`config.mk`:
```
export PLATFORM = sky130hd
export DESIGN_NAME = relay_tx_framer
export DESIGN_NICKNAME = d
export VERILOG_FILES = /design/src/rtl/relay_tx_framer.sv
export SDC_FILE = /design/constraint.sdc
export NUM_CORES = 1
export LEC_CHECK = 0
export ABC_AREA = 0
export CAP_MARGIN = 0
export CORE_MARGIN = 2
export CORE_UTILIZATION = 56
export CTS_CLUSTER_SIZE = 10
export DETAILED_ROUTE_END_ITERATION = 10
export PLACE_DENSITY_LB_ADDON = 0.05
export SYNTH_ARGS = -nofsm -noshare
export SYNTH_HDL_FRONTEND = slang
export SYNTH_SLANG_ARGS = --single-unit
```
`constraint.sdc`:
```
create_clock -name ck_1356meg -period 4.2 [get_ports ck_1356meg]
set_input_delay 0.42 -clock ck_1356meg [delete_from_list [all_inputs] [get_ports ck_1356meg]]
set_output_delay 0.42 -clock ck_1356meg [all_outputs]
set_load 0.1 [all_outputs]
```
`src/rtl/relay_tx_framer.sv`:
```
// relay_tx_framer
//   Serialises a payload byte stream into a relay frame on a 1-bit line at
//   one bit per 16 clocks (13.56 MHz / 16 = 847.5 kHz).
//   Frame = 16-bit zero preamble, start pattern (C0 reader / F0 tag),
//   N payload bytes MSB first, zero end marker (16 bits reader / 8 bits tag).
//
// Ports
//   ck_1356meg  in   13.56 MHz clock, rising edge
//   nrst        in   asynchronous active-low reset
//   mode[2:0]   in   3'b101 reader framing, 3'b110 tag framing, else disabled
//   byte_in[7:0] in  payload byte
//   byte_valid  in   byte_in / byte_last are valid
//   byte_last   in   byte_in is the final byte of the frame
//   byte_ready  out  combinational, high only in the bit_tick cycle where the
//                    next payload byte is needed
//   data_out    out  registered serial line
//   busy        out  a frame is in progress
//   underrun    out  sticky: frame was ended by payload starvation
//   dbg_state   out  current FSM state (for observation only)
//
// Handshake: a byte is transferred in the cycle where byte_ready and
// byte_valid are both 1. byte_ready does not depend on byte_valid and is
// only ever offered for a single clock; if byte_valid is low in that clock
// the frame is closed with an end marker and underrun is set.

module relay_tx_framer (
  input  logic       ck_1356meg,
  input  logic       nrst,
  input  logic [2:0] mode,
  input  logic [7:0] byte_in,
  input  logic       byte_valid,
  input  logic       byte_last,
  output logic       byte_ready,
  output logic       data_out,
  output logic       busy,
  output logic       underrun,
  output logic [2:0] dbg_state
);

  typedef enum logic [2:0] {
    S_IDLE     = 3'd0,
    S_PREAMBLE = 3'd1,
    S_START    = 3'd2,
    S_DATA     = 3'd3,
    S_END      = 3'd4
  } state_t;

  state_t     r_state;
  logic [3:0] r_div;
  logic [3:0] r_cnt;
  logic [7:0] r_shift;
  logic       r_last;
  logic [2:0] r_fmode;
  logic       r_data_out;
  logic       r_underrun;

  state_t     w_state_nxt;
  logic [3:0] w_cnt_nxt;
  logic [7:0] w_shift_nxt;
  logic       w_last_nxt;
  logic [2:0] w_fmode_nxt;
  logic       w_data_nxt;
  logic       w_underrun_nxt;
  logic       w_byte_ready;

  logic       w_tick;
  logic       w_mode_ok;
  logic       w_reader;
  logic [7:0] w_start_pat;
  logic [3:0] w_end_last;

  assign w_tick      = (r_div == 4'd15);
  assign w_mode_ok   = (mode == 3'b101) || (mode == 3'b110);
  assign w_reader    = (r_fmode == 3'b101);
  assign w_start_pat = w_reader ? 8'hC0 : 8'hF0;
  assign w_end_last  = w_reader ? 4'd15 : 4'd7;

  // Free-running divider; wraps 15 -> 0.
  always_ff @(posedge ck_1356meg or negedge nrst) begin
    if (!nrst) r_div <= 4'd0;
    else       r_div <= r_div + 4'd1;
  end

  always_ff @(posedge ck_1356meg or negedge nrst) begin
    if (!nrst) begin
      r_state    <= S_IDLE;
      r_cnt      <= 4'd0;
      r_shift    <= 8'd0;
      r_last     <= 1'b0;
      r_fmode    <= 3'd0;
      r_data_out <= 1'b0;
      r_underrun <= 1'b0;
    end else begin
      r_state    <= w_state_nxt;
      r_cnt      <= w_cnt_nxt;
      r_shift    <= w_shift_nxt;
      r_last     <= w_last_nxt;
      r_fmode    <= w_fmode_nxt;
      r_data_out <= w_data_nxt;
      r_underrun <= w_underrun_nxt;
    end
  end

  // Each bit_tick emits the next bit: a tick inside a state either advances
  // within it or, on its last bit, moves on and emits the first bit of the
  // following state, so the line never has a gap between fields.
  always_comb begin
    w_state_nxt    = r_state;
    w_cnt_nxt      = r_cnt;
    w_shift_nxt    = r_shift;
    w_last_nxt     = r_last;
    w_fmode_nxt    = r_fmode;
    w_data_nxt     = r_data_out;
    w_underrun_nxt = r_underrun;
    w_byte_ready   = 1'b0;

    if ((r_state != S_IDLE) && !w_mode_ok) begin
      // Mode withdrawn: drop the frame on this clock, no end marker.
      w_state_nxt = S_IDLE;
      w_cnt_nxt   = 4'd0;
      w_data_nxt  = 1'b0;
    end else if (w_tick) begin
      case (r_state)
        S_IDLE: begin
          w_data_nxt = 1'b0;
          if (byte_valid && w_mode_ok) begin
            w_fmode_nxt    = mode;
            w_underrun_nxt = 1'b0;
            w_last_nxt     = 1'b0;
            w_state_nxt    = S_PREAMBLE;
            w_cnt_nxt      = 4'd0;
          end
        end
        S_PREAMBLE: begin
          if (r_cnt == 4'd15) begin
            w_state_nxt = S_START;
            w_cnt_nxt   = 4'd0;
            w_data_nxt  = w_start_pat[7];
            w_shift_nxt = {w_start_pat[6:0], 1'b0};
          end else begin
            w_cnt_nxt  = r_cnt + 4'd1;
            w_data_nxt = 1'b0;
          end
        end
        S_START, S_DATA: begin
          if (r_cnt != 4'd7) begin
            w_cnt_nxt   = r_cnt + 4'd1;
            w_data_nxt  = r_shift[7];
            w_shift_nxt = {r_shift[6:0], 1'b0};
          end else if ((r_state == S_DATA) && r_last) begin
            w_state_nxt = S_END;
            w_cnt_nxt   = 4'd0;
            w_data_nxt  = 1'b0;
          end else begin
            w_byte_ready = 1'b1;
            w_cnt_nxt    = 4'd0;
            if (byte_valid) begin
              w_state_nxt = S_DATA;
              w_data_nxt  = byte_in[7];
              w_shift_nxt = {byte_in[6:0], 1'b0};
              w_last_nxt  = byte_last;
            end else begin
              w_state_nxt    = S_END;
              w_data_nxt     = 1'b0;
              w_underrun_nxt = 1'b1;
            end
          end
        end
        S_END: begin
          w_data_nxt = 1'b0;
          if (r_cnt == w_end_last) begin
            w_state_nxt = S_IDLE;
            w_cnt_nxt   = 4'd0;
          end else begin
            w_cnt_nxt = r_cnt + 4'd1;
          end
        end
        default: begin
          w_state_nxt = S_IDLE;
          w_cnt_nxt   = 4'd0;
          w_data_nxt  = 1'b0;
        end
      endcase
    end
  end

  assign byte_ready = w_byte_ready;
  assign data_out   = r_data_out;
  assign busy       = (r_state != S_IDLE);
  assign underrun   = r_underrun;
  assign dbg_state  = r_state;

endmodule

```
==> results of run 1 <==
path summary, 6_finish.rpt:
path | endpoint | from | cells past startpoint | slack, ps
worst max-delay path | busy | dbg_state[1] | 2 | 1390
worst min-delay path | r_div[0] | r_div[0] | 1 | 460
worst max register to register | r_shift[6] | dbg_state[2] | 5 | 1910
worst min register to register | r_div[0] | r_div[0] | 1 | 460
max in group asynchronous | r_last | nrst | 1 | 2900
min in group asynchronous | r_shift[2] | nrst | 1 | 650
registers in the layout (all words and copies together), names as in the netlist:
name / cells
r_shift: 7
underrun: 1
r_div: 4
dbg_state: 3
r_fmode: 3
r_last: 1
data_out: 1
r_cnt: 4
kinds of logic after synthesis:
logic type | Yosys count | synth area share
simple gates | 57 | 0.207
compound gates | 37 | 0.219
flops | 24 | 0.458
buf+inv | 10 | 0.0372
mux | 5 | 0.0400
xor+xnor | 3 | 0.0200
fa+ha+maj | 2 | 0.0191
synth_stat cells, types with 3 or more instances:
cell	number
nor2_1	7
nor3_1	3
inv_1	3
clkbuf_1	3
and3_1	3
o21ai_0	9
nand3_1	7
buf_2	3
a21o_1	3
mux2i_1	3
or3_1	3
nand2_1	25
dfrtp_1	24
metal layers:
layer	global-route usage	vias to the layer above	share of wire
li1	-	543	-
met1	0.304	538	0.45
met2	0.404	37	0.48
met3	0.0343	9	0.050
met4	0.103	0	0.026
met5	0	-	0
power by group:
| group | total [uW] | internal [uW] | leakage [uW] | switching, uW |
|---|---|---|---|---|
| clock | 170 | 96.7 | 0.0000279 | 73.1 |
| sequential | 296 | 258 | 0.000313 | 38.5 |
| combinational | 377 | 108 | 0.000317 | 269 |
per-stage QoR:
| step | util | cells | cell area [um^2] | power [uW] |
|---|---|---|---|---|
| 2_1_floorplan | - | 138 | 1320 | 584 |
| 3_3_place_gp | 0.688 | 180 | 1520 | 667 |
| 3_5_place_dp | 0.688 | 180 | 1520 | 675 |
| 4_1_cts | 0.712 | 184 | 1580 | 844 |
| 5_1_grt | 0.712 | 184 | 1580 | 877 |
| 6_report | 0.712 | 184 | 1580 | 843 |
cell type report:
cell class,instances,area (um^2),area share
clock buffer,3,22.5,0.0143
clock inverter,1,30.0,0.0191
sequential,24,601,0.381
timing repair buffer,21,208,0.132
tap,28,35.0,0.0222
inverter,3,11.3,0.00715
multi-input combinational,104,668,0.424
==> flow_summary_export.csv, run 1 <==
group,metric,value,unit
status,status,"finished, final reports clean",
synth,ys_async_sr_fraction,1.00,
routing,vias_per_cell,6.13,
cts,cts_root_buf,"clkbuf_4",
synth,synthCells,138,
cts,post_cts_buffers,0,
place,dp_hpwl,2.09,mm
cells_and_area,nFillCells,177,
cts,cts_resized,0,
routing,firstDrtPassIters,4,
critical_path,slowest_delay,1160,ps
cells_and_area,drive_gt1_frac,0.0705,
sta,worst_pin_slew,1070,ps
synth,seq_area_frac_synth,0.458,
cts,clock_latency,330,ps
floorplanning,core-area,2210,um^2
place,port_buffers,21,
sta,fin_crit_sh,0.669,
synth,synth_warnings,0,
place,gp_congestion,0.834,
cts,holdBufCountCts,0,
pwr,ir_drop,383,uV
critical_path,worst_ep_required_time,3780,ps
critical_path,path_cells,"or3_1 -> clkdlybuf4s50_1",
synth,ys_ff_latch,24,
critical_path,crit_path_start_kind,"flip-flop",
floorplanning,rows,17,
floorplanning,chipHeight,52.4,um
routing,routed_wl,2.84,mm
synth,synth_top_area_share,0.458,
cts,h-tree-depth,1,
critical_path,cp_slowest_cell,"clkdlybuf4s50_1",
cts,cts_tree,"done",
global_route,grt_max_degree,25,
floorplanning,die_area,2750,um^2
hold_path,hp-class,"flip-flop to flip-flop",
critical_path,cp_max_fo,14,
sta,hold_violations,0,
sta,rsz0062_at_grt,"no",
critical_path,critical-path-top-delay-family,"buffers and inverters",
sta,max_freq,356,MHz
flow_run,drv_cap,0,
sta,setup_viol,0,
critical_path,critPathArrivalTime,2390,ps
global_route,track_usage,0.239,
routing,final_antenna_net_count,0,
cells_and_area,fin_nets,174,
critical_path,path_buf_inv,1,
pwr,p_leak,0.000657,uW
floorplanning,io_pins,22,
floorplanning,die_w,52.4,um
synth,avgSynthCellArea,9.51,um^2
sta,worst_hold_slack,464,ps
cells_and_area,area_delta_synth_final,20.0,%
floorplanning,start_util,0.593,
synth,synth_nets,155,
pwr,power_density,535,nW/um^2
cells_and_area,antenna-diode-count,0,
cells_and_area,layout_commonest_cell,"nand2_1",
cts,cts_sinks,24,
synth,syn_area,1310,um^2
critical_path,cp-end-kind,"primary output",
synth,yosysUniqueCellTypes,40,
global_route,grt_pass1_wl,4.80,mm
global_route,overflow,0,
sta,slew_viol_final,0,
cts,clock_path_buffers,2,
sta,fin_setup_tns,0,ps
sta,finalCriticalPeriod,2810,ps
cts,cts_buffers,3,
global_route,antenna_found_initial,0,
cells_and_area,final_cell_mix,"nand2_1, dfrtp_1, clkdlybuf4s50_1, o21ai_0",
synth,synth_edf_count,0,
sta,relSlewSlack,0.283,
cts,clk_pin_slew_worst_paths,140,ps
sta,setup_ws,1390,ps
global_route,grt_pass1_vias,1094,
critical_path,worstSetupPathType,"flip-flop to primary output",
synth,dominantRegCellSynth,"dfrtp_1",
routing,drt_iter0_drc,53,
routing,wl_per_cell,15.4,um
sta,finalClockSkew,10.3,ps
place,dp_slack,1650,ps
synth,yosysTopAreaCell,"dfrtp_1",
routing,drc,0,
synth,synth_area_leaders,"dfrtp_1, nand2_1, o21ai_0",
routing,via_count,1127,
No activity file was read; power rests on OpenSTA's default activity.
==> run 2: changes to the inputs <==
Settings changed: CORE_UTILIZATION 56 to 47.
Clock period 4.2 ns to 2.5 ns, I/O delays scaled along.
==> run 2 against run 1 <==
- setup slack lost 1200 ps
- sequential power up 62%
- global-route usage down 3.7 points
- utilization decreased by 12 points
- critical endpoint is now byte_ready
==> flow_summary_export.csv, run 2 (synthesis gave the netlist of run 1 again) <==
group,metric,value,unit
critical_path,path_cells,"ha_1 -> nand3b_1 -> nor2_2 -> nand2_1 -> nor3_4 -> buf_12",
critical_path,r2r_end,"r_shift[6]",
flow_run,drv_cap,0,
routing,via_count,1114,
global_route,grt_pass1_vias,1092,
routing,final_antenna_net_count,0,
cells_and_area,final_area,1610,um^2
routing,drc,0,
cts,cts_tree,"done",
place,port_buffers,21,
sta,max_freq,433,MHz
status,status,"finished, final reports clean",
critical_path,rrSetupSlack,210,ps
global_route,grt_max_degree,16,
hold_path,hp-class,"primary input to async pin",
pwr,comb_power_share,0.506,
routing,wl_per_cell,15.2,um
critical_path,path_buf_inv,1,
pwr,p_int,684,uW
sta,worst_pin_slew,488,ps
routing,vias_per_cell,5.80,
critical_path,critPathArrivalTime,2060,ps
sta,finalCriticalPeriod,2310,ps
place,dpl_cell_area,1580,um^2
cells_and_area,largest_register_ffs,7,
sta,finalClockSkew,16.3,ps
cts,cts_root_buf,"clkbuf_4",
floorplanning,die_area,3230,um^2
pwr,power_density,826,nW/um^2
cells_and_area,fin_nets,179,
floorplanning,rows,19,
global_route,track_usage,0.202,
place,dp_hpwl,2.19,mm
critical_path,slowest_delay,420,ps
place,gp_congestion,0.808,
critical_path,cp-end-kind,"primary output",
pwr,switching_share,0.484,
pwr,p_clk_frac,0.132,
floorplanning,start_util,0.484,
critical_path,rr_worst_depth,5,
sta,hold_violations,0,
floorplanning,core-area,2710,um^2
cells_and_area,final_cell_mix,"nand2_1, dfrtp_1, clkdlybuf4s50_1, buf_4, o21ai_0",
routing,firstDrtPassIters,4,
global_route,overflow,0,
sta,fin_setup_tns,0,ps
floorplanning,chipHeight,56.8,um
cts,cts_buffers,3,
cts,clk_pin_slew_worst_paths,140,ps
cells_and_area,antenna-diode-count,0,
sta,fin_crit_sh,0.923,
sta,relSlewSlack,0.674,
cells_and_area,area_delta_synth_final,22.3,%
routing,routed_wl,2.91,mm
floorplanning,die_w,56.8,um
critical_path,worst_ep_required_time,2250,ps
pwr,p_sw,642,uW
cells_and_area,layout_commonest_cell,"nand2_1",
critical_path,r2r_start,"dbg_state[2]",
critical_path,worstSetupPathType,"flip-flop to primary output",
critical_path,crit_path_start_kind,"flip-flop",
sta,slew_viol_final,0,
critical_path,cp_max_fo,8,
cts,cts_sinks,24,
critical_path,path_depth,6,
sta,rsz0062_at_grt,"no",
cells_and_area,nFillCells,254,
global_route,grt_pass1_wl,5.09,mm
cells_and_area,largestRegisters,"r_shift: 7 flops, r_cnt: 4 flops, r_div: 4 flops",
critical_path,critical-path-top-delay-family,"simple AND/OR/NAND/NOR gates",
critical_path,cp_slowest_cell,"dfrtp_1",
pwr,p_leak,0.000683,uW
sta,setup_viol,0,
cts,h-tree-depth,1,
global_route,antenna_found_initial,0,
cells_and_area,drive_gt1_frac,0.155,
cts,clock_path_buffers,2,
floorplanning,io_pins,22,
pwr,seq_power_share,0.362,
cts,holdBufCountCts,0,
pwr,ir_drop,541,uV
routing,drt_iter0_drc,37,
cells_and_area,regMostFlops,"r_shift",
cts,clock_latency,320,ps
## run 2: cell count changes in the layout (fill, tap and decap cells not counted), moves of 2 or more
cell,before,now
dfrtp_1,24,21
buf_4,1,11
dfrtp_4,0,2
clkdlybuf4s50_1,20,14
## run 2: final cells by class
| type | count | area [um^2] | share of cell area |
|---|---|---|---|
| Inverter | 3 | 11.3 | 0.00701 |
| Multi-Input combinational cell | 104 | 677 | 0.422 |
| Timing Repair Buffer | 26 | 243 | 0.151 |
| Tap cell | 31 | 38.8 | 0.0242 |
| Sequential cell | 24 | 609 | 0.380 |
| Clock buffer | 4 | 26.3 | 0.0164 |
## run 2: timing repair
| item | 4_1_cts | 5_1_grt |
|---|---|---|
| resized for setup | 0 | 1 |
| endpoints found under the setup margin | 0 | 1 |
| buffers inserted | 0 | 0 |
## run 2: worst max path at each step
stage	startpoint	end	slack, ps
6_report	r_cnt[0]	byte_ready	190
5_1_grt	r_cnt[0]	byte_ready	60
4_1_cts	r_cnt[0]	byte_ready	150
3_5_place_dp	mode[0]	dbg_state[2]	210
3_3_place_gp	dbg_state[2]	r_shift[6]	280
2_1_floorplan	dbg_state[2]	byte_ready	60
## run 2: per-stage QoR
step	total power, uW	std cells	setup WS (ps)	hold WS [ps]	util
after global placement	1140	188	278	437	0.582
after floorplan	999	138	59.0	-45.6	-
after global routing	1400	192	58.5	257	0.592
after detailed placement	1150	188	205	442	0.582
final	1330	192	191	238	0.592
after CTS	1330	192	145	255	0.591
## run 2: power groups by stage
stage,sequential [uW],clock [uW],combinational [uW]
2_1_floorplan,646,0,353
3_3_place_gp,484,0,660
3_5_place_dp,487,0,666
4_1_cts,480,181,669
5_1_grt,487,200,714
6_report,480,175,671
## run 2: layer usage
layer	wire [um]	up-vias	global-route usage
li1	-	554	-
met1	1410	534	0.296
met2	1350	22	0.312
met3	117	4	0.0253
met4	37	0	0.0631
met5	0	-	0
==> run 3: changes to the inputs <==
--- a/config.mk
+++ b/config.mk
@@ -10,5 +10,5 @@
 export CORE_MARGIN = 2
 export CORE_UTILIZATION = 47
-export CTS_CLUSTER_SIZE = 10
+export CTS_CLUSTER_SIZE = 16
 export DETAILED_ROUTE_END_ITERATION = 10
 export PLACE_DENSITY_LB_ADDON = 0.05
==> constraint.sdc (replaced) <==
create_clock -name ck_1356meg -period 2.5 [get_ports ck_1356meg]
set_input_delay 0.375 -clock ck_1356meg [delete_from_list [all_inputs] [get_ports ck_1356meg]]
set_output_delay 0.375 -clock ck_1356meg [all_outputs]
set_load 0.1 [all_outputs]
==> run 3 against run 2 <==
- design area about the same
- critical path depth unchanged
- non-clock buffer count down 1
- critical endpoint unchanged
- largest power group unchanged
==> flow_summary_export.csv, run 3 (synthesis gave the netlist of run 1 again) <==
group,metric,value,unit
cts,h-tree-depth,1,
global_route,grt_pass1_wl,5.19,mm
cts,cts_root_buf,"clkbuf_4",
routing,dr_wl_met2,1.42,mm
sta,max_freq,421,MHz
cts,cts_sinks,24,
global_route,overflow,0,
cells_and_area,final_cell_mix,"nand2_1, dfrtp_1, clkdlybuf4s50_1, buf_4, o21ai_0",
sta,fin_crit_sh,0.951,
cells_and_area,fin_nets,178,
cells_and_area,largestRegisters,"r_shift: 7 flops, r_cnt: 4 flops, r_div: 4 flops",
critical_path,r2r_start,"dbg_state[2]",
routing,final_antenna_net_count,0,
sta,rsz0062_at_grt,"no",
routing,routed_wl,2.99,mm
cells_and_area,largest_register_ffs,7,
floorplanning,start_util,0.484,
hold_path,hp-class,"primary input to async pin",
critical_path,path_buf_inv,1,
routing,top_layer_used,"met4",
critical_path,cp_slowest_cell,"dfrtp_1",
cells_and_area,nFillCells,251,
sta,slew_viol_final,0,
routing,routed-wl-met3,150,um
critical_path,critPathArrivalTime,2000,ps
sta,finalClockSkew,1.53,ps
routing,wl_per_cell,15.6,um
critical_path,startpoint,"r_cnt[1]",
pwr,power_density,825,nW/um^2
routing,vias_per_cell,5.87,
place,dp_hpwl,2.23,mm
critical_path,slowest_delay,420,ps
global_route,track_usage,0.205,
critical_path,path_depth,6,
pwr,p_leak,0.000671,uW
cts,clock_latency,310,ps
status,status,"finished, final reports clean",
cells_and_area,antenna-diode-count,0,
critical_path,critical-path-top-delay-family,"simple AND/OR/NAND/NOR gates",
critical_path,path_cells,"ha_2 -> nand3b_1 -> nor2_2 -> nand2_1 -> nor3_4 -> buf_12",
place,port_buffers,21,
cells_and_area,seq_area,611,um^2
routing,via_count,1121,
cts,clock_path_buffers,2,
sta,fin_setup_tns,0,ps
sta,finalCriticalPeriod,2380,ps
flow_run,drv_cap,0,
critical_path,rr_worst_depth,5,
routing,met1_length,1.38,mm
cells_and_area,drive_gt1_frac,0.169,
place,dpl_cell_area,1570,um^2
place,gp_congestion,0.804,
routing,firstDrtPassIters,4,
sta,worst_pin_slew,514,ps
critical_path,crit_path_start_kind,"flip-flop",
floorplanning,rows,19,
sta,relSlewSlack,0.657,
cells_and_area,final_area,1610,um^2
routing,drc,0,
floorplanning,chipHeight,56.8,um
critical_path,worst_ep_required_time,2120,ps
sta,hold_violations,0,
cells_and_area,regMostFlops,"r_shift",
global_route,grt_pass1_vias,1112,
cells_and_area,layout_commonest_cell,"nand2_1",
pwr,ir_drop,662,uV
cts,cts_tree,"done",
global_route,grt_max_degree,16,
floorplanning,die_w,56.8,um
cells_and_area,multi_input_area,684,um^2
floorplanning,io_pins,22,
critical_path,cp_max_fo,8,
floorplanning,core-area,2710,um^2
sta,setup_viol,0,
cts,cts_buffers,3,
critical_path,cp-end-kind,"primary output",
critical_path,worstSetupPathType,"flip-flop to primary output",
cts,clk_pin_slew_worst_paths,130,ps
global_route,antenna_found_initial,0,
routing,drt_iter0_drc,53,
sta,worst_hold_slack,357,ps
floorplanning,die_area,3230,um^2
cells_and_area,area_delta_synth_final,22.4,%
## run 3: cell types whose count changed in the layout (fill, tap and decap cells not counted), sizes merged
cell / previous run / this run
buf: 12 / 11
## run 3: routing by layer
layer  track usage  vias up
met5             0        -
met3        0.0230        4
li1              -      549
met2         0.331       34
met1         0.284      534
met4        0.0731        0
## run 3: cell type report
type / count / share of cell area
flip-flops and latches: 24 / 0.380
multi-input cells: 104 / 0.426
well taps: 31 / 0.0241
clock buffers: 4 / 0.0164
repair buffers: 25 / 0.146
inverters: 3 / 0.00701
## run 3: power by group
part / internal [uW] / switching, uW / total, uW / leakage [uW]
registers: 440 / 68.3 / 508 / 0.000306
clock network: 62.4 / 114 / 176 / 0.0000150
logic: 184 / 457 / 641 / 0.000351
## run 3: worst register-to-register path: stages, from the launching register on
cell	delay, ps
dfrtp_4	560
or3_4	450
a21boi_4	180
a2111o_1	550
a311oi_1	330
a21o_1	110
## run 3: stage by stage
stage               total power [uW]  std cells  setup WS, ps   util
floorplan                       1050        138         -12.4      -
global placement                1140        187           188  0.581
detailed placement              1150        187          62.3  0.581
CTS                             1330        191          24.2  0.591
global route                    1390        191          28.9  0.593
finish                          1320        191           123  0.593
## run 3: repair_timing
item                                    4_1_cts  5_1_grt
hold buffers                                  0        0
endpoints found under the setup margin        1        1
gates resized for setup                       1        2
buffers inserted                              0        0
## run 3: worst paths after layout
| kind | to | slack [ps] |
|---|---|---|
| setup reg to reg | r_shift[6] | 270 |
| setup / recovery | byte_ready | 120 |
| max in group asynchronous | r_fmode[0] | 1580 |
| hold reg to reg | r_div[0] | 460 |
| min in group ck_1356meg | r_div[0] | 460 |
| hold / removal | r_shift[3] | 360 |
